==> src/rtl/mem_arb_pkg.sv <==
// Shared types and constants for the single-port memory arbiter.
package mem_arb_pkg;

    localparam int LAT_CNT_W = 4;

    typedef enum logic [1:0] {
        IDLE  = 2'd0,
        ISSUE = 2'd1,
        WAIT  = 2'd2,
        RESP  = 2'd3
    } arb_state_t;

    typedef enum logic {
        REQ_I = 1'b0,
        REQ_D = 1'b1
    } req_id_t;

endpackage

==> src/rtl/mem_lat_cnt.sv <==
// Loadable saturating counter with a zero flag; UP selects the count direction.
module mem_lat_cnt
    import mem_arb_pkg::*;
#(
    parameter bit UP = 1'b0
) (
    input  logic                 clk,
    input  logic                 rst_,
    input  logic                 load,
    input  logic [LAT_CNT_W-1:0] load_val,
    input  logic                 step,
    output logic [LAT_CNT_W-1:0] cnt,
    output logic                 zero
);

    logic at_limit_s;

    // Saturate at the end of the range instead of wrapping.
    always_comb begin
        zero       = (cnt == {LAT_CNT_W{1'b0}});
        at_limit_s = UP ? (cnt == {LAT_CNT_W{1'b1}}) : zero;
    end

    // Counter register: load has priority over stepping.
    always_ff @(posedge clk) begin
        if (!rst_) begin
            cnt <= {LAT_CNT_W{1'b0}};
        end else if (load) begin
            cnt <= load_val;
        end else if (step && !at_limit_s) begin
            cnt <= UP ? (cnt + LAT_CNT_W'(1)) : (cnt - LAT_CNT_W'(1));
        end else begin
            cnt <= cnt;
        end
    end

endmodule

==> src/rtl/mem_arb.sv <==
// Arbiter granting one shared memory port to the I-refill and data paths,
// with fixed-latency tracking, starvation guard and instruction abort.
module mem_arb
    import mem_arb_pkg::*;
#(
    parameter int ADDR_W     = 32,
    parameter int DATA_W     = 32,
    parameter int MEM_LAT    = 2,
    parameter int STARVE_MAX = 4
) (
    input  logic              clk,
    input  logic              rst_,
    input  logic              i_req,
    input  logic [ADDR_W-1:0] i_addr,
    input  logic              i_abort,
    output logic              i_ack,
    output logic [DATA_W-1:0] i_rdata,
    input  logic              d_req,
    input  logic              d_we,
    input  logic [ADDR_W-1:0] d_addr,
    input  logic [DATA_W-1:0] d_wdata,
    output logic              d_ack,
    output logic [DATA_W-1:0] d_rdata,
    output logic              mem_en,
    output logic              mem_we,
    output logic [ADDR_W-1:0] mem_addr,
    output logic [DATA_W-1:0] mem_wdata,
    input  logic [DATA_W-1:0] mem_rdata,
    output logic              busy
);

    arb_state_t            state_r, next_state_s;
    req_id_t               id_r;
    logic [ADDR_W-1:0]     addr_r;
    logic [DATA_W-1:0]     wdata_r;
    logic                  we_r, abort_r;
    logic                  i_eff_s, starve_hit_s, grant_i_s, grant_d_s;
    logic                  resp_i_s, resp_d_s;
    logic [LAT_CNT_W-1:0]  lat_cnt_s, starve_cnt_s;
    logic                  lat_zero_s, starve_zero_s;

    // Arbitration in IDLE: data wins unless the instruction side has been starved.
    always_comb begin
        i_eff_s      = i_req && !i_abort;
        starve_hit_s = (starve_cnt_s == LAT_CNT_W'(STARVE_MAX));
        grant_i_s    = (state_r == IDLE) && i_eff_s && (!d_req || starve_hit_s);
        grant_d_s    = (state_r == IDLE) && d_req && !grant_i_s;
    end

    mem_lat_cnt #(.UP(1'b0)) u_lat_cnt (
        .clk      (clk),
        .rst_     (rst_),
        .load     (state_r == ISSUE),
        .load_val (LAT_CNT_W'(MEM_LAT - 1)),
        .step     (state_r == WAIT),
        .cnt      (lat_cnt_s),
        .zero     (lat_zero_s)
    );

    mem_lat_cnt #(.UP(1'b1)) u_starve_cnt (
        .clk      (clk),
        .rst_     (rst_),
        .load     (grant_i_s || (grant_d_s && !i_eff_s && !starve_zero_s)),
        .load_val ({LAT_CNT_W{1'b0}}),
        .step     (grant_d_s && i_eff_s),
        .cnt      (starve_cnt_s),
        .zero     (starve_zero_s)
    );

    // State register.
    always_ff @(posedge clk) begin
        if (!rst_) begin
            state_r <= IDLE;
        end else begin
            state_r <= next_state_s;
        end
    end

    // Next-state logic; WAIT exits when the count is about to reach zero.
    always_comb begin
        next_state_s = state_r;
        case (state_r)
            IDLE: begin
                if (grant_i_s || grant_d_s) next_state_s = ISSUE;
                else                        next_state_s = IDLE;
            end
            ISSUE: begin
                if (MEM_LAT == 1) next_state_s = RESP;
                else              next_state_s = WAIT;
            end
            WAIT: begin
                if (lat_zero_s || (lat_cnt_s == LAT_CNT_W'(1))) next_state_s = RESP;
                else                                            next_state_s = WAIT;
            end
            RESP:    next_state_s = IDLE;
            default: next_state_s = IDLE;
        endcase
    end

    // Latch the winning request and track a sticky instruction abort.
    always_ff @(posedge clk) begin
        if (!rst_) begin
            id_r    <= REQ_I;
            addr_r  <= {ADDR_W{1'b0}};
            we_r    <= 1'b0;
            wdata_r <= {DATA_W{1'b0}};
            abort_r <= 1'b0;
        end else begin
            if (grant_i_s) begin
                id_r    <= REQ_I;
                addr_r  <= i_addr;
                we_r    <= 1'b0;
                wdata_r <= {DATA_W{1'b0}};
            end else if (grant_d_s) begin
                id_r    <= REQ_D;
                addr_r  <= d_addr;
                we_r    <= d_we;
                wdata_r <= d_wdata;
            end else begin
                id_r    <= id_r;
                addr_r  <= addr_r;
                we_r    <= we_r;
                wdata_r <= wdata_r;
            end
            if (state_r == RESP) begin
                abort_r <= 1'b0;
            end else if ((state_r != IDLE) && (id_r == REQ_I) && i_abort) begin
                abort_r <= 1'b1;
            end else begin
                abort_r <= abort_r;
            end
        end
    end

    // Output decode from state and latched request fields.
    always_comb begin
        resp_i_s  = (state_r == RESP) && (id_r == REQ_I);
        resp_d_s  = (state_r == RESP) && (id_r == REQ_D);
        busy      = (state_r != IDLE);
        mem_en    = (state_r == ISSUE);
        mem_we    = (state_r == ISSUE) && we_r;
        mem_addr  = addr_r;
        mem_wdata = wdata_r;
        i_ack     = resp_i_s && !abort_r && !i_abort;
        i_rdata   = i_ack ? mem_rdata : {DATA_W{1'b0}};
        d_ack     = resp_d_s;
        d_rdata   = (resp_d_s && !we_r) ? mem_rdata : {DATA_W{1'b0}};
    end

endmodule
==> config.mk <==
export PLATFORM = sky130hd
export DESIGN_NAME = mem_arb
export DESIGN_NICKNAME = d
export VERILOG_FILES = /design/src/rtl/mem_arb_pkg.sv /design/src/rtl/mem_lat_cnt.sv /design/src/rtl/mem_arb.sv
export SDC_FILE = /design/constraint.sdc
export NUM_CORES = 1
export LEC_CHECK = 0
export CAP_MARGIN = 20
export CORE_MARGIN = 3
export CORE_UTILIZATION = 38
export DETAILED_ROUTE_END_ITERATION = 8
export PLACE_DENSITY = 0.85
export SYNTH_ARGS = -nofsm -noshare
export SYNTH_HDL_FRONTEND = slang
export SYNTH_SLANG_ARGS = --single-unit
export TNS_END_PERCENT = 20
==> constraint.sdc <==
create_clock -name clk -period 5.44 [get_ports clk]
set_input_delay 1.36 -clock clk [delete_from_list [all_inputs] [get_ports clk]]
set_output_delay 1.36 -clock clk [all_outputs]
set_load 0.01 [all_outputs]
# After elaboration in Yosys (flattened, before gate mapping)

Cells that the tools add are included.

Register bits after elaboration: 77
Input bits: 134

Add/sub/neg operators: 2
Eq/ne operators: 6
Mux-type cells: 9
Bitwise logic cells: 2
Reduce and logical (&&, ||, !) cells: 41

Operators with widths:

| cell                                                 | count |
|---|---|
| two-way mux 32 bit                                   | 4 |
| logical AND 1 bit                                    | 18 |
| zero test 1 bit                                      | 9 |
| zero test 4 bit                                      | 2 |
| case mux 2 bit (4 select lines)                      | 1 |
| OR reduction 2 bit                                   | 4 |
| nonzero test 2 bit                                   | 3 |
| adder 4 x 1 -> 4 bit (second input constant)         | 1 |
| equality test 2 bit (second input constant)          | 2 |
| equality test 4 x 1 -> 1 bit (second input constant) | 1 |
| equality test 4 x 3 -> 1 bit (second input constant) | 1 |
| equality test 4 bit (second input constant)          | 1 |
| logical OR 1 bit                                     | 4 |
| two-way mux 1 bit                                    | 4 |
| subtractor 4 x 1 -> 4 bit (second input constant)    | 1 |
| equality test 2 x 1 -> 1 bit (second input constant) | 1 |
| zero test 2 bit                                      | 1 |
| NOT 1 bit                                            | 2 |

# Longest topological paths before layout

Gate-level depths: netlist (run 1).

Depth in word-level cells: 10
Gate-level depth with buffers: 9

# By module

A second synthesis (run 1) with hierarchy kept.

Cell total of the unflattened synthesis: 463
Area, all modules: 4026.4 um^2

By module, submodules not included:

| module      | times used | cells each | area an instance (um^2) |
|---|---|---|---|
| mem_arb     | 1          | 401        | 3513.4 |
| mem_lat_cnt | 2          | 31         | 256.5 |

# Worst setup path before layout (run 1)

Ideal clock, no wire load.

Path kind: input to output
Start: input i_abort
End: output i_rdata[22]
Arrival: 2.370 ns
Slack: 1.710 ns
Stages: 3
Buffers on the path: 1
Path through: nor4b_1 > clkbuf_1 > and2_1

Cells in the longest elaborated chain, start to end: 3

RTL lines:

| element            | line           | source |
|---|---|---|
| from (decl)        | mem_arb.sv:15  | `input logic i_abort,` |
| zero test 1 bit    | mem_arb.sv:144 | `i_ack = resp_i_s && !abort_r && !i_abort;` |
| logical AND 1 bit  | mem_arb.sv:144 |  |
| named net i_ack    | mem_arb.sv:16  | `output logic i_ack,` |
| two-way mux 32 bit | mem_arb.sv:145 | `i_rdata = i_ack ? mem_rdata : {DATA_W{1'b0}};` |
| to (decl)          | mem_arb.sv:17  | `output logic [DATA_W-1:0] i_rdata,` |

The timed path passes the listed nets, and every way through them passes these cells.

# Final worst setup path (run 1)

Start: input i_abort
End: output i_rdata[30]

Cells in the longest elaborated chain, start to end: 3

RTL lines:

| element            | line |
|---|---|
| zero test 1 bit    | mem_arb.sv:144 |
| logical AND 1 bit  | mem_arb.sv:144 |
| two-way mux 32 bit | mem_arb.sv:145 |

No other way between the ends.

==> key figures, run 1 <==
Outcome
  – Status: completed

Synthesis
  – Post-Syn Instances: 412
  – Post-Syn Nets: 556
  – Top cells by area, synth: dfxtp_1 (41%), and2_1 (12%), mux2i_1 (8.8%)
  – Synth cell types: 33
  – Post-synth ARST share: 0%
  – Main synth FF type: dfxtp_1
  – Post-Syn Area: 0.00375 mm²
  – Number of synthesized register bits: 77
  – Top-area cell type share of the netlist area: 41.1%
  – Top-count cell post-synth: dfxtp_1
  – Register area share after synthesis: 41.1%
  – Syn_area_per_cell: 9.10 µm²
  – Top post-synthesis cells by count: dfxtp_1 (77), nand2_1 (70), and2_1 (69)
  – Synth area leader: dfxtp_1
  – Ys Warns: 0
  – Number of flops mapped to enable cells by yosys: 0

STA
  – Max Fclk: 224 MHz
  – Setup TNS: 0 ns
  – Tcrit/Tclk final: 81.9%
  – Clock skew: 0.00650 ns
  – Relative slew slack: 32.8%
  – Hold Violations, Final: 0
  – # setup viols final: 0
  – Fin crit period: 4.46 ns
  – RSZ-0062 raised after global routing: no
  – Worst-Margin Slew: 1.01 ns
  – Slew Limit Fails: 0

Setup path
  – CP startpoint: i_abort
  – R2r setup slk: 3.28 ns
  – RR Endpoint: mem_addr[2]
  – Arrival @ worst endpoint: 3.10 ns
  – Worst-path fanout max: 33
  – CP Launch Type: primary input
  – Req. time, crit path: 4.08 ns
  – CP endpoint kind: output port
  – R2R cell count: 7
  – Critical Path End: i_rdata[30]
  – FF-to-FF Start: state_r[0]
  – Kind of critical path: primary input to output port

Floorplan
  – Core ar.: 0.00942 mm²
  – DIE AREA: 0.0111 mm²
  – Die height: 105 µm
  – Initial Utilization: 39.8%
  – Placement Rows: 35
  – Die X: 105 µm
  – Io pins: 267

Clock tree
  – H-tree Lvls: 3
  – CTS resizes: 0
  – Number of clock sinks: 77
  – CTS tree: built
  – Clock slew at the register clock pins of the worst setup and hold paths: 0.08 ns
  – Postcts setup bufs: 0
  – Total CTS buffers: 9
  – CTS max path bufs: 2
  – Hold Buf Count CTS: 0
  – Root Buffer: clkbuf_8
  – Worst skew pair latency: 0.34 ns

Routing
  – DRC Markers: 0
  – Post-DRT Antenna Nets: 0
  – Drt wl/cell: 15.4 µm
  – Vias: 3862
  – Routed vias/inst: 4.82
  – Initial DRT Pass Iterations: 4
  – Detailed Route WL: 12400 µm
  – DRT iter0 DRCs: 126

Final layout
  – Area added between synthesis and finish: 79.1%
  – Nets@finish: 811
  – Reg area: 0.00154 mm²
  – Share of cells above drive strength 1: 8.20%
  – Fill cells: 732
  – Area taken by multi-input logic gates: 0.00203 mm²
  – Final Instance Area: 0.00672 mm²

Place
  – DP Area: 0.00649 mm²
  – IO buf count: 266
  – Detailed-placement wirelength estimate: 9810 µm
  – GPL Wtd Cong: 0.797

Hold path
  – Hold Crit Class: register to register

Global routing
  – Initial antenna violation count: 1
  – Largest net degree at the start of global routing: 36
  – Vias in the first global route: 3808
  – Gr usage total: 21.2%
  – GRT Residual Overflow: 0
  – First-pass GRT wire length: 19300 µm

Pwr
  – Leak: 2.43 nW
  – PD cells: 291 mW/mm²
  – VDD IR max: 0.000199 V

Job
  – Max-cap violations: 0
-- worst max-delay path, cell delays in order --
cell,delay [ns]
clkdlybuf4s50_1,0.49
nor4b_2,0.24
buf_4,0.29
and2_1,0.17
clkdlybuf4s50_1,0.54
-- flip-flops by register name (all words and copies together) (netlist names) --
signal            cells
state_r               2
u_lat_cnt.cnt         4
we_r                  1
u_starve_cnt.cnt      4
abort_r               1
id_r                  1
mem_wdata            32
mem_addr             32
-- power by group --
part	switching, mW	leakage (nW)	internal (mW)
sequential	0.0636	0.632	0.672
combinational	0.369	1.69	0.414
clock	0.201	0.101	0.233
total	0.634	2.43	1.32
-- area by class of cell --
type / count / share of cell area [%]
multi-input cells: 296 / 30.1
repair buffers: 272 / 40.9
clock buffers: 11 / 2.25
inverters: 11 / 0.615
diodes: 1 / 0.0372
well taps: 129 / 2.40
flip-flops and latches: 77 / 22.9
clock inverters: 4 / 0.708
-- per-stage QoR --
| stage | hold WS, ns | util (%) | worst slack (ns) | instances | total power, mW |
|---|---|---|---|---|---|
| 4_1_cts | 0.459 | 71.0 | 0.970 | 799 | 1.95 |
| 5_1_grt | 0.484 | 71.4 | 0.892 | 801 | 2.06 |
| 3_5_place_dp | 0.446 | 68.9 | 0.975 | 784 | 1.51 |
| 6_report | 0.455 | 71.4 | 0.985 | 801 | 1.95 |
| 3_3_place_gp | 0.442 | 68.6 | 1.09 | 783 | 1.48 |
| 2_1_floorplan | 0.457 | - | 1.71 | 412 | 1.11 |
-- layout by cell type (no fill, tap or decap), drive strengths merged, types with 10 or more instances in the layout --
cell type and instances:
mux2i 33, clkdlybuf4s50 266, nand2 70, o2bb2ai 32, inv 11, a21oi 38, dfxtp 77, ha 10
and2 69, clkbuf 11
-- cells by family (layout without fill, tap and decap cells) --
logic type               after synthesis  in the layout  synth area share, %
buffers and inverters                 39            298                 5.07
AO/OA/AOI/OAI                         83             83                 17.7
other                                  0              1                    0
XOR/XNOR                               3              3                0.701
multiplexers                          34             34                 9.11
adder cells (fa/ha/maj)               10             10                 3.34
AND/OR/NAND/NOR                      166            166                 23.0
flip-flops                            77             77                 41.1
-- how the worst min path moves through the flow --
| stage | start | slack, ns | cells after the start | to |
|---|---|---|---|---|
| final | mem_wdata[2] | 0.45 | 2 | mem_wdata[2] |
| after global routing | mem_addr[25] | 0.48 | 1 | mem_addr[25] |
| after global placement | mem_addr[25] | 0.44 | 1 | mem_addr[25] |
| after floorplan | we_r | 0.46 | 2 | we_r |
| after detailed placement | mem_addr[20] | 0.45 | 1 | mem_addr[20] |
| after CTS | mem_wdata[1] | 0.46 | 2 | mem_wdata[1] |
-- metal layers --
layer	up-vias	track usage, %	routed length (µm)
met5	-	0	0
met4	0	6.75	221
met3	16	6.06	1180
met2	177	40.0	6520
met1	1776	22.6	4440
li1	1893	-	-
Note: power is estimated with default switching activity, not from simulation.
==> run 2, diff against run 1 <==
--- a/config.mk
+++ b/config.mk
@@ -7,9 +7,9 @@
 export LEC_CHECK = 0
 export CAP_MARGIN = 20
 export CORE_MARGIN = 3
-export CORE_UTILIZATION = 38
+export CORE_UTILIZATION = 32
 export DETAILED_ROUTE_END_ITERATION = 8
-export PLACE_DENSITY = 0.85
+export PLACE_DENSITY = 0.76
 export SYNTH_ARGS = -nofsm -noshare
 export SYNTH_HDL_FRONTEND = slang
 export SYNTH_SLANG_ARGS = --single-unit
==> constraint.sdc (replaced) <==
create_clock -name clk -period 3.9 [get_ports clk]
set_input_delay 0.975 -clock clk [delete_from_list [all_inputs] [get_ports clk]]
set_output_delay 0.975 -clock clk [all_outputs]
set_load 0.01 [all_outputs]
==> run 2 against run 1 <==
- clock skew about the same
- non-clock buffer count up 1
- utilization decreased by 10 points
- total power is 46% higher
- combinational power rose by 37%
- setup slack lost 0.79 ns
- sequential cell count is the same
- global-route usage decreased by 3.1 points
- die area rose by 18%
- via count fell by 1.5%
- cell count rose by 1.5%
- largest cell class unchanged
==> key figures, run 2 (same netlist as run 1, synthesis figures left out) <==
Clock tree
  – Number of clock sinks: 77 (unchanged)
  – CTS max path bufs: 2 (unchanged)
  – CTS resizes: 0 (unchanged)
  – Root Buffer: clkbuf_16
  – Postcts setup bufs: 0 (unchanged)
  – Hold Buf Count CTS: 0 (unchanged)
  – Total CTS buffers: 9 (unchanged)
  – Worst skew pair latency: 0.32 ns (-0.02 ns)
  – Clock slew at the register clock pins of the worst setup and hold paths: 0.06 ns (-0.02 ns)
  – CTS tree: built
  – H-tree Lvls: 3 (unchanged)

Final layout
  – Most frequent cells in the layout: clkdlybuf4s50_1 (266), dfxtp_1 (77), nand2_1 (70)
  – Inserted Diodes: 0 (-1)
  – Nets@finish: 812 (+0.12%)
  – Fill cells: 976 (+33%)
  – Most common cell after layout, fill and taps aside: clkdlybuf4s50_1
  – Final std cells w/o fill: 813 (+1.5%)
  – Share of cells above drive strength 1: 8.32% (+0.12 points)
  – Area added between synthesis and finish: 80.9%

Job
  – Max-cap violations: 0 (unchanged)

Routing
  – DRC Markers: 0 (unchanged)
  – Vias: 3803 (-1.5%)
  – Initial DRT Pass Iterations: 4 (unchanged)
  – Drt wl/cell: 15.2 µm (-1.3%)
  – Detailed Route WL: 12400 µm (+0.17%)
  – DRT iter0 DRCs: 129 (+2.4%)
  – Routed vias/inst: 4.68 (-3.0%)
  – Post-DRT Antenna Nets: 0 (unchanged)

Setup path
  – R2R cell count: 7 (unchanged)
  – Req. time, crit path: 2.92 ns (-1.16 ns)
  – Worst-path fanout max: 33 (unchanged)
  – R2r setup slk: 1.80 ns (-1.48 ns)
  – RR Endpoint: mem_addr[26]
  – CP startpoint: i_abort
  – CP endpoint kind: output port
  – FF-to-FF Start: state_r[0]
  – CP Launch Type: primary input
  – Arrival @ worst endpoint: 2.73 ns (-0.37 ns)
  – Critical Path End: i_rdata[29]
  – Kind of critical path: primary input to output port

Floorplan
  – DIE AREA: 0.0131 mm² (+18%)
  – Placement Rows: 38 (+8.6%)
  – Io pins: 267 (unchanged)
  – Core ar.: 0.0111 mm² (+18%)
  – Die height: 114 µm (+8.5%)
  – Initial Utilization: 33.7% (-6.1 points)
  – Die X: 114 µm (+8.5%)

Global routing
  – Initial antenna violation count: 1 (unchanged)
  – GRT Residual Overflow: 0 (unchanged)
  – Largest net degree at the start of global routing: 36 (unchanged)
  – Vias in the first global route: 3834 (+0.68%)
  – First-pass GRT wire length: 19100 µm (-0.68%)
  – Gr usage total: 18.1% (-3.1 points)

STA
  – Hold Violations, Final: 0 (unchanged)
  – Worst Setup Slack, final: 0.198 ns (-0.787 ns)
  – Clock skew: 0.00644 ns (-0.0000508 ns)
  – Worst-Margin Slew: 0.573 ns (-0.433 ns)
  – Setup TNS: 0 ns (unchanged)
  – Max Fclk: 270 MHz
  – Fin crit period: 3.70 ns
  – Relative slew slack: 61.8% (+29 points)
  – Slew Limit Fails: 0 (unchanged)
  – RSZ-0062 raised after global routing: no
  – # setup viols final: 0 (unchanged)
  – Tcrit/Tclk final: 94.9%

Hold path
  – Hold Crit Class: register to register

Place
  – Cells after DPL: 797 (+1.7%)
  – Post-Place Worst Slack: 0.206 ns (-0.768 ns)
  – GPL Wtd Cong: 0.838 (+5.2%)
  – Detailed-placement wirelength estimate: 9970 µm (+1.6%)
  – IO buf count: 266 (unchanged)

Pwr
  – PD cells: 421 mW/mm² (+45%)
  – Leak: 2.44 nW (+0.73%)
  – VDD IR max: 0.000218 V (+9.8%)

Outcome
  – Status: completed
==> run 2: worst min-delay path by stage <==
stage | slack, ns | depth (start not counted) | start | to
floorplan | 0.46 | 2 | we_r | we_r
global placement | 0.44 | 2 | mem_wdata[3] | mem_wdata[3]
finish | 0.46 | 2 | mem_wdata[0] | mem_wdata[0]
detailed placement | 0.45 | 1 | mem_addr[1] | mem_addr[1]
CTS | 0.46 | 2 | mem_wdata[0] | mem_wdata[0]
global route | 0.48 | 1 | mem_addr[14] | mem_addr[14]
==> run 2: per-layer routing <==
layer / wire length [µm] / GRT usage, % / vias to the layer above
li1: - / - / 1895
met1: 4430 / 18.7 / 1744
met2: 6820 / 35.6 / 156
met3: 1050 / 5.50 / 6
met4: 61 / 3.80 / 2
met5: 9 / 0 / -
==> run 2: per-stage QoR <==
step | instance area (µm²) | util, % | hold slack, ns | total power [mW]
after floorplan | 3750 | - | 0.457 | 1.55
after global placement | 6490 | 58.3 | 0.441 | 2.08
after detailed placement | 6510 | 58.5 | 0.445 | 2.12
after CTS | 6790 | 61.0 | 0.458 | 2.90
after global routing | 6790 | 61.0 | 0.480 | 3.04
final | 6790 | 61.0 | 0.457 | 2.86
==> run 2: cell type report <==
class                   instances  area [µm²]  share of cell area [%]
repair buffers                273        2720                    40.1
multi-input cells             296        2030                    29.9
flip-flops and latches         77        1540                    22.7
clock buffers                  11         243                    3.58
well taps                     140         175                    2.58
inverters                      11        41.3                   0.609
clock inverters                 5        36.3                   0.535
==> run 2: where the power goes <==
| part | internal, mW | switching [mW] |
|---|---|---|
| clock network | 0.448 | 0.316 |
| registers | 0.939 | 0.0857 |
| logic | 0.559 | 0.507 |
==> run 2: critical path: stages <==
cell and delay [ns]:
clkdlybuf4s50_1 0.50, nor4b_2 0.24, buf_4 0.29, and2_1 0.16, clkdlybuf4s50_1 0.55
==> run 3, diff against run 2 <==
--- a/config.mk
+++ b/config.mk
@@ -6,7 +6,6 @@
 export NUM_CORES = 1
 export LEC_CHECK = 0
 export CAP_MARGIN = 20
-export CORE_MARGIN = 3
 export CORE_UTILIZATION = 32
 export DETAILED_ROUTE_END_ITERATION = 8
 export PLACE_DENSITY = 0.76
==> run 3 against run 2 <==
- register-to-register slack worse by 0.10 ns
- total power is 1.2% lower
- largest power group unchanged
- clock power is 4.8% lower
- wire length is 4.7% lower
- utilization is 1.7 points lower
==> key figures, run 3 (same netlist as run 1, synthesis figures left out) <==
Floorplan
  – Io pins: 267 (unchanged)
  – Core ar.: 0.0114 mm² (+2.6%)
  – Die height: 110 µm (-3.5%)
  – Die X: 110 µm (-3.5%)
  – Placement Rows: 39 (+2.6%)
  – Initial Utilization: 32.9% (-0.86 points)
  – DIE AREA: 0.0122 mm² (-6.9%)

Clock tree
  – Clock slew at the register clock pins of the worst setup and hold paths: 0.05 ns (about the same)
  – Worst skew pair latency: 0.33 ns (about the same)
  – CTS tree: built
  – Root Buffer: clkbuf_16
  – CTS resizes: 0 (unchanged)
  – Hold Buf Count CTS: 0 (unchanged)
  – Total CTS buffers: 9 (unchanged)
  – Number of clock sinks: 77 (unchanged)
  – CTS max path bufs: 2 (unchanged)
  – H-tree Lvls: 3 (unchanged)
  – Postcts setup bufs: 0 (unchanged)

Place
  – Detailed-placement wirelength estimate: 9220 µm (-7.5%)
  – Cells after DPL: 801 (+0.50%)
  – IO buf count: 266 (unchanged)
  – GPL Wtd Cong: 0.847 (+1.0%)
  – Post-Place Worst Slack: 0.222 ns (+0.0153 ns)

Final layout
  – Fill cells: 973 (-0.31%)
  – Most common cell after layout, fill and taps aside: clkdlybuf4s50_1
  – Area taken by multi-input logic gates: 0.00203 mm² (unchanged)
  – Reg area: 0.00154 mm² (unchanged)
  – Share of cells above drive strength 1: 7.86% (-0.46 points)
  – Nets@finish: 813 (+0.12%)
  – Final std cells w/o fill: 818 (+0.62%)
  – Most frequent cells in the layout: clkdlybuf4s50_1 (266), dfxtp_1 (77), nand2_1 (70)
  – Area added between synthesis and finish: 80.4%

Setup path
  – CP peak stage delay: 0.54 ns (about the same)
  – CP Launch Type: primary input
  – Arrival @ worst endpoint: 2.70 ns (-0.03 ns)
  – CP Cell Sequence: clkdlybuf4s50_1 -> nor4b_2 -> buf_4 -> and2_1 -> clkdlybuf4s50_1
  – Cell family with the largest share of critical-path delay: buffers and inverters
  – Buf/Inv on CP: 3 (unchanged)
  – Kind of critical path: primary input to output port
  – Crit-path most repeated cell: clkdlybuf4s50_1
  – Slowest CP cell: clkdlybuf4s50_1
  – Worst-path fanout max: 33 (unchanged)
  – CP endpoint kind: output port
  – Req. time, crit path: 2.92 ns (about the same)

Routing
  – DRT iter0 DRCs: 169 (+31%)
  – Drt wl/cell: 14.4 µm (-5.3%)
  – Vias: 3844 (+1.1%)
  – Post-DRT Antenna Nets: 0 (unchanged)
  – Routed vias/inst: 4.70 (+0.46%)
  – DRC Markers: 0 (unchanged)
  – Detailed Route WL: 11800 µm (-4.7%)
  – Initial DRT Pass Iterations: 4 (unchanged)

Pwr
  – Leak: 2.44 nW (about the same)
  – PD cells: 417 mW/mm² (-0.96%)
  – VDD IR max: 0.000258 V (+18%)

STA
  – RSZ-0062 raised after global routing: no
  – # setup viols final: 0 (unchanged)
  – Worst Setup Slack, final: 0.228 ns (+0.0303 ns)
  – Setup TNS: 0 ns (unchanged)
  – Slew Limit Fails: 0 (unchanged)
  – Worst-Margin Slew: 0.581 ns (+0.00837 ns)
  – Relative slew slack: 61.2% (-0.56 points)
  – Fin crit period: 3.67 ns (-0.0303 ns)
  – Hold Violations, Final: 0 (unchanged)
  – Tcrit/Tclk final: 94.1% (-0.78 points)
  – Clock skew: 0.00777 ns (+0.00133 ns)
  – Max Fclk: 272 MHz (+0.82%)

Hold path
  – Hold Crit Class: register to register

Outcome
  – Status: completed

Job
  – Max-cap violations: 0 (unchanged)

Global routing
  – First-pass GRT wire length: 17100 µm (-11%)
  – Gr usage total: 18.5% (+0.37 points)
  – Vias in the first global route: 3592 (-6.3%)
  – GRT Residual Overflow: 0 (unchanged)
  – Largest net degree at the start of global routing: 35 (-2.8%)
  – Initial antenna violation count: 2 (+1)
-- run 3: final cells by class --
class | count | area share (%)
diodes | 1 | 0.0370
clock buffers | 14 | 3.61
clock inverters | 2 | 0.148
inverters | 11 | 0.610
multi-input cells | 296 | 29.9
flip-flops and latches | 77 | 22.8
well taps | 143 | 2.64
repair buffers | 274 | 40.2
-- run 3: layer usage --
layer | share of wire [%] | track usage [%] | vias up
met1 | 37 | 19.4 | 1742
met5 | 0.13 | 0 | -
li1 | - | - | 1897
met4 | 3.5 | 9.96 | 2
met3 | 9.2 | 5.11 | 29
met2 | 50 | 33.3 | 174
-- run 3: final timing paths --
path                                    from            to  slack, ns  depth (start not counted)
worst max-delay path                 i_abort    i_rdata[7]       0.23                          5
worst max register to register    state_r[0]  mem_wdata[1]       1.70                          7
worst min-delay path            mem_wdata[3]  mem_wdata[3]       0.46                          2
worst min register to register  mem_wdata[3]  mem_wdata[3]       0.46                          2
-- run 3: power by group --
group | switching (mW) | internal (mW) | total, mW | leakage, nW
Sequential | 0.0833 | 0.939 | 1.02 | 0.632
Combinational | 0.512 | 0.558 | 1.07 | 1.69
Clock | 0.297 | 0.430 | 0.727 | 0.125
-- run 3: through the flow --
step                utilization, %  hold WS [ns]  cell area [µm²]  total power, mW
floorplan                        -         0.457             3750             1.55
global placement              57.0         0.444             6510             2.08
detailed placement            57.0         0.447             6510             2.11
CTS                           59.2         0.461             6760             2.85
global route                  59.3         0.478             6770             2.98
finish                        59.3         0.460             6770             2.82
-- run 3: worst min-delay path, stage by stage (launching register included) --
cell	delay, ns
dfxtp_1	0.31
nand2_1	0.05
a21oi_1	0.05
